--- src/rtl/rv32_instr_fetch.sv ---
`default_nettype none
// ============================================================================
//  Module      : rv32_instr_fetch
//  Description : RV32 instruction-fetch stage. Owns the PC, issues word reads
//                to a 1-cycle synchronous instruction memory, buffers returned
//                words in a 2-entry FIFO and hands {instr, pc} to decode over
//                valid/ready. A redirect from execute flushes everything.
//  Revision    : 1.0 - initial release
// ============================================================================
module rv32_instr_fetch #(
    parameter int unsigned          XPR_LEN         = 32,
    parameter logic [XPR_LEN-1:0]   RESET_PC        = 32'h0000_0000,
    parameter int unsigned          IMEM_ADDR_WIDTH = 12
) (
    input  logic                        clk,
    input  logic                        rst,
    // instruction memory
    output logic                        imem_req_o,
    output logic [IMEM_ADDR_WIDTH-1:0]  imem_addr_o,
    input  logic [XPR_LEN-1:0]          imem_rdata_i,
    // redirect from execute
    input  logic                        redirect_valid_i,
    input  logic [XPR_LEN-1:0]          redirect_pc_i,
    // decode handshake
    output logic                        instr_valid_o,
    input  logic                        instr_ready_i,
    output logic [XPR_LEN-1:0]          instr_o,
    output logic [XPR_LEN-1:0]          instr_pc_o
);

    localparam logic [XPR_LEN-1:0] PC_STEP       = XPR_LEN'(4);
    localparam logic [XPR_LEN-1:0] PC_ALIGN_MASK = XPR_LEN'(3);
    localparam logic [1:0]         FIFO_FULL     = 2'd2;

    logic [XPR_LEN-1:0] pc_q, pc_d;
    logic               inflight_q, inflight_d;
    logic [XPR_LEN-1:0] inflight_pc_q, inflight_pc_d;
    logic [1:0]         count_q, count_d;
    logic               rd_ptr_q, wr_ptr_q;
    logic [XPR_LEN-1:0] fifo_instr_q [2];
    logic [XPR_LEN-1:0] fifo_pc_q    [2];

    logic               w_pop;
    logic               w_push;
    logic               w_issue;
    logic [2:0]         w_occupancy;

    // Handshake, issue decision and FIFO head presentation.
    always_comb begin
        instr_valid_o = !rst && (count_q != 2'd0);
        w_pop         = instr_valid_o && instr_ready_i;
        // The word fetched last cycle lands now unless a redirect kills it.
        w_push        = inflight_q && !redirect_valid_i;
        // Buffered + outstanding words never exceed the 2 FIFO slots; a pop
        // this cycle frees a slot so fetch can continue without a bubble.
        w_occupancy   = {1'b0, count_q} + {2'b00, inflight_q};
        w_issue       = !rst && !redirect_valid_i && ((w_occupancy < 3'd2) || w_pop);
        imem_req_o    = w_issue;
        imem_addr_o   = pc_q[IMEM_ADDR_WIDTH+1:2];
        instr_o       = fifo_instr_q[rd_ptr_q];
        instr_pc_o    = fifo_pc_q[rd_ptr_q];
    end

    // Next-state for PC, in-flight tracking and FIFO occupancy; redirect wins.
    always_comb begin
        pc_d          = pc_q;
        inflight_d    = w_issue;
        inflight_pc_d = inflight_pc_q;
        count_d       = count_q;
        if (redirect_valid_i) begin
            pc_d       = redirect_pc_i & ~PC_ALIGN_MASK;
            inflight_d = 1'b0;
            count_d    = 2'd0;
        end else begin
            if (w_issue) begin
                pc_d          = pc_q + PC_STEP;
                inflight_pc_d = pc_q;
            end
            case ({w_push, w_pop})
                2'b10:   count_d = count_q + 2'd1;
                2'b01:   count_d = count_q - 2'd1;
                default: count_d = count_q;
            endcase
        end
    end

    // Control state register with synchronous reset.
    always_ff @(posedge clk) begin
        if (rst) begin
            pc_q          <= RESET_PC;
            inflight_q    <= 1'b0;
            inflight_pc_q <= '0;
            count_q       <= 2'd0;
        end else begin
            pc_q          <= pc_d;
            inflight_q    <= inflight_d;
            inflight_pc_q <= inflight_pc_d;
            count_q       <= count_d;
        end
    end

    // FIFO pointers; a flush simply rewinds both to slot 0.
    always_ff @(posedge clk) begin
        if (rst || redirect_valid_i) begin
            rd_ptr_q <= 1'b0;
            wr_ptr_q <= 1'b0;
        end else begin
            if (w_push) wr_ptr_q <= ~wr_ptr_q;
            if (w_pop)  rd_ptr_q <= ~rd_ptr_q;
        end
    end

    // FIFO storage; contents are only meaningful while counted as valid.
    always_ff @(posedge clk) begin
        if (w_push) begin
            fifo_instr_q[wr_ptr_q] <= imem_rdata_i;
            fifo_pc_q[wr_ptr_q]    <= inflight_pc_q;
        end
    end

`ifndef SYNTHESIS
    a_no_overflow : assert property (@(posedge clk) disable iff (rst)
        !(w_push && !w_pop && (count_q == FIFO_FULL)));
`endif

endmodule
`default_nettype wire

--- config.mk ---
export PLATFORM = sky130hd
export DESIGN_NAME = rv32_instr_fetch
export DESIGN_NICKNAME = d
export VERILOG_FILES = /design/src/rtl/rv32_instr_fetch.sv
export SDC_FILE = /design/constraint.sdc
export NUM_CORES = 1
export LEC_CHECK = 0
export ABC_AREA = 1
export BUFFER_PORTS_ARGS = -buffer_cell sky130_fd_sc_hd__clkbuf_2
export CAP_MARGIN = 20
export CORE_ASPECT_RATIO = 0.7
export CORE_MARGIN = 1.5
export CORE_UTILIZATION = 50
export DETAILED_ROUTE_END_ITERATION = 10
export HOLD_SLACK_MARGIN = 0.06
export PLACE_DENSITY = 0.75
export SYNTH_ARGS = -nofsm -noshare
export SYNTH_HDL_FRONTEND = slang
export SYNTH_SLANG_ARGS = --single-unit
--- constraint.sdc ---
create_clock -name clk -period 4.7 [get_ports clk]
set_clock_uncertainty 0.05 [all_clocks]
set_input_delay 1.175 -clock clk [delete_from_list [all_inputs] [get_ports clk]]
set_output_delay 1.175 -clock clk [all_outputs]
set_load 0.02 [all_outputs]
==> metrics.txt <==
TritonCTS clock tree done; initial drt markers 420; I/O pin total 146; count leader, synth nand2_1; final setup TNS 0 ns; postcts setup bufs 0; dpl cells 1060; Final Hold Fails 0; Final min period 3.35 ns; worst r2r path cells 10; Fmax 298 MHz; CTS Buf Count 17; first-pass GRT wire length 25800 um; worst vdd ir 0.230 mV; Worst-Margin Slew 0.805 ns; Core Rows 38; clk root buf clkbuf_16; max-slew violation count 0; R2R Path Start count_q[1]$_SDFFE_PP0P_; residual DRC count 0; leakage power 3.75 nW; worst hold endpoint fifo_pc_q[1][13]$_DFFE_PP_; port bufs 141; Crit. End Element output pin; dominant cell type by area after synthesis edfxtp_1; kind of critical path input port to output pin; Syn-to-layout area delta 17.3%; # setup viols final 0; wire per inst 15.1 um; Setup crit start kind input port; die span in x 156 um; Post-Syn Instances 752; sequential-to-total area share from yosys stat 62.0%; synth cell count leaders nand2_1 (154), edfxtp_1 (124), nand3_1 (83), dfxtp_1 (66), mux2_2 (62); Slew headroom 46.3%; part of the cycle the worst path needs 71.3%; GRT overflow 0; Hold Startpoint inflight_pc_q[13]$_SDFFE_PP0P_; gr usage total 19.8%; max_cap viols 0; hold_ws 0.405 ns; Pre-Repair DR Iteration Count 5; Initial Util 51.9%; Crit Path Max Fanout 26; Final Wtd Congestion 0.905; Post-synth EDFFs 124; largest net degree at the start of global routing 88; Synth area leaders edfxtp_1 (46%), dfxtp_1 (16%), mux2_2 (8.6%); unrepaired setup endpoints after global routing no; Yosys reg bits 190; Clk Latency, worst-skew pair 0.43 ns; Final #Nets 949; # diodes 0; vias 5566; vias in the first global route 5026; initial antenna violation count 0; Routed Antenna Nets 0; syn avg cell area 10.8 um^2; top-area cell type share of the netlist area 45.7%; post-DR vias/cell 5.10; non-filler cells, final 1092; Hold/Removal Path Class flip-flop to flip-flop; cts hold-fix bufs 0; Core ar. 15700 um^2; reg-to-reg endpoint pc_q[4]$_SDFFE_PP0P_; CTS clock-pin slew for the worst setup and hold paths 0.07 ns; Required @ worst endpoint 3.47 ns; flop2flop setup slack 2.40 ns; hpwl dp 11000 um; fraction of synthesis flops using an asynchronous set or reset pin 0%; Yosys warnings 0; CTS Buffer Depth 2; Worst Hold Depth 0; pwr/cell area 372 nW/um^2; post-synthesis instance area 8140 um^2; proportion of layout cells with a drive suffix above 1 30.7%; die height 110 um; Die Area 17100 um^2; number of distinct library cells after synthesis 35; clk sinks 190; H-Tree Depth 4; Synth Flop Type edfxtp_1; outcome completed; Worst Path Arrival 2.13 ns; final WL 16500 um; post_cts resized 0
## worst max path at each step
stage	start	slack [ns]	end	cells after the start
final	rst	1.35	imem_req_o	7
after global routing	rst	1.25	imem_req_o	7
after CTS	rst	1.33	imem_req_o	7
after detailed placement	rst	1.33	imem_req_o	7
after global placement	rst	1.36	imem_req_o	7
after floorplan	redirect_valid_i	0.15	fifo_instr_q[1][0]$_DFFE_PP_	3
## placed cells by master (no fill, tap or decap)
master      netlist  routed
nand3_2           1       1
o21ai_0          35      35
nor2_1           43      41
clkinv_1          1       1
inv_6             0       8
dfxtp_2           0       1
inv_8             0       1
a21oi_1          31      31
nor3_1            1       1
inv_4             1       1
clkbuf_2          0     141
xor2_1            4       4
clkinvlp_4        0       1
conb_1            1       2
inv_2             3       3
clkbuf_16         0      17
buf_4            15       7
nand2_2           4       4
xnor2_1           3       3
clkinv_8          0       4
nand3_1          83      83
buf_12            0       2
nand2_1         154     154
ha_1              2       2
mux2_2           62      62
nor2_4            8      10
nor2_8            1       1
edfxtp_1        124     124
o21a_1            1       1
inv_1            59      59
o21ai_1           6       6
bufinv_16         0       1
nand3b_1          2       2
and2_1            2       2
a21oi_2           1       1
a21boi_0          2       2
dfxtp_1          66      65
nor2_2            4       4
nand2_4           4       4
## through the flow
step	util (%)	instance area (um^2)	total power, W	setup slack [ns]
after global placement	57.0	8940	0.00212	1.36
after global routing	60.9	9550	0.00368	1.25
after CTS	60.9	9550	0.00358	1.33
after floorplan	-	8150	0.00205	0.153
final	60.9	9550	0.00355	1.35
after detailed placement	57.0	8940	0.00213	1.33
## registers in the layout, indices dropped and copies added (netlist names), named ones only
register,flops
fifo_pc_q,60
pc_q,30
count_q,2
wr_ptr_q,1
fifo_instr_q,64
inflight_pc_q,30
inflight_q,1
rd_ptr_q,1
## cell families (layout without fill, tap and decap cells)
kind of cell / Yosys count / in the layout / synth area share [%]
other: 1 / 2 / 0.0461
adders and majority gates: 2 / 2 / 0.307
DFF: 190 / 190 / 62.0
buffers and inverters: 107 / 246 / 6.33
xor gates and xnor gates: 7 / 7 / 0.753
and+or+nand+nor: 307 / 307 / 17.2
muxes: 62 / 62 / 8.57
AOI/OAI and AO/OA: 76 / 76 / 4.81
## routing by layer
metal  vias up  wire length, um  global-route usage [%]
met3        18             1280                    4.57
li1       2804                -                       -
met2       209             6920                    30.0
met4         0              161                    4.90
met1      2535             8100                    28.8
met5         -                0                       0
## cell type report
type | count | area (um^2)
clock buffer | 17 | 425
clock inverter | 15 | 184
fill | 1296 | 6140
inverter | 64 | 243
multi-input combinational | 456 | 2600
sequential | 190 | 5050
tap | 200 | 250
timing repair buffer | 150 | 798
## worst max-delay path, stage by stage
cell	delay [ns]
clkbuf_2	0.12
inv_2	0.07
nand3_2	0.10
nand2_1	0.12
nand2_4	0.06
inv_4	0.24
clkbuf_2	0.23
## power breakdown
part	total [W]	internal, W	switching (W)
logic	0.000233	0.0000835	0.000150
registers	0.00186	0.00182	0.0000382
clock network	0.00146	0.000766	0.000691
total	0.00355	0.00267	0.000878
Power figures use the tool's default switching activity.
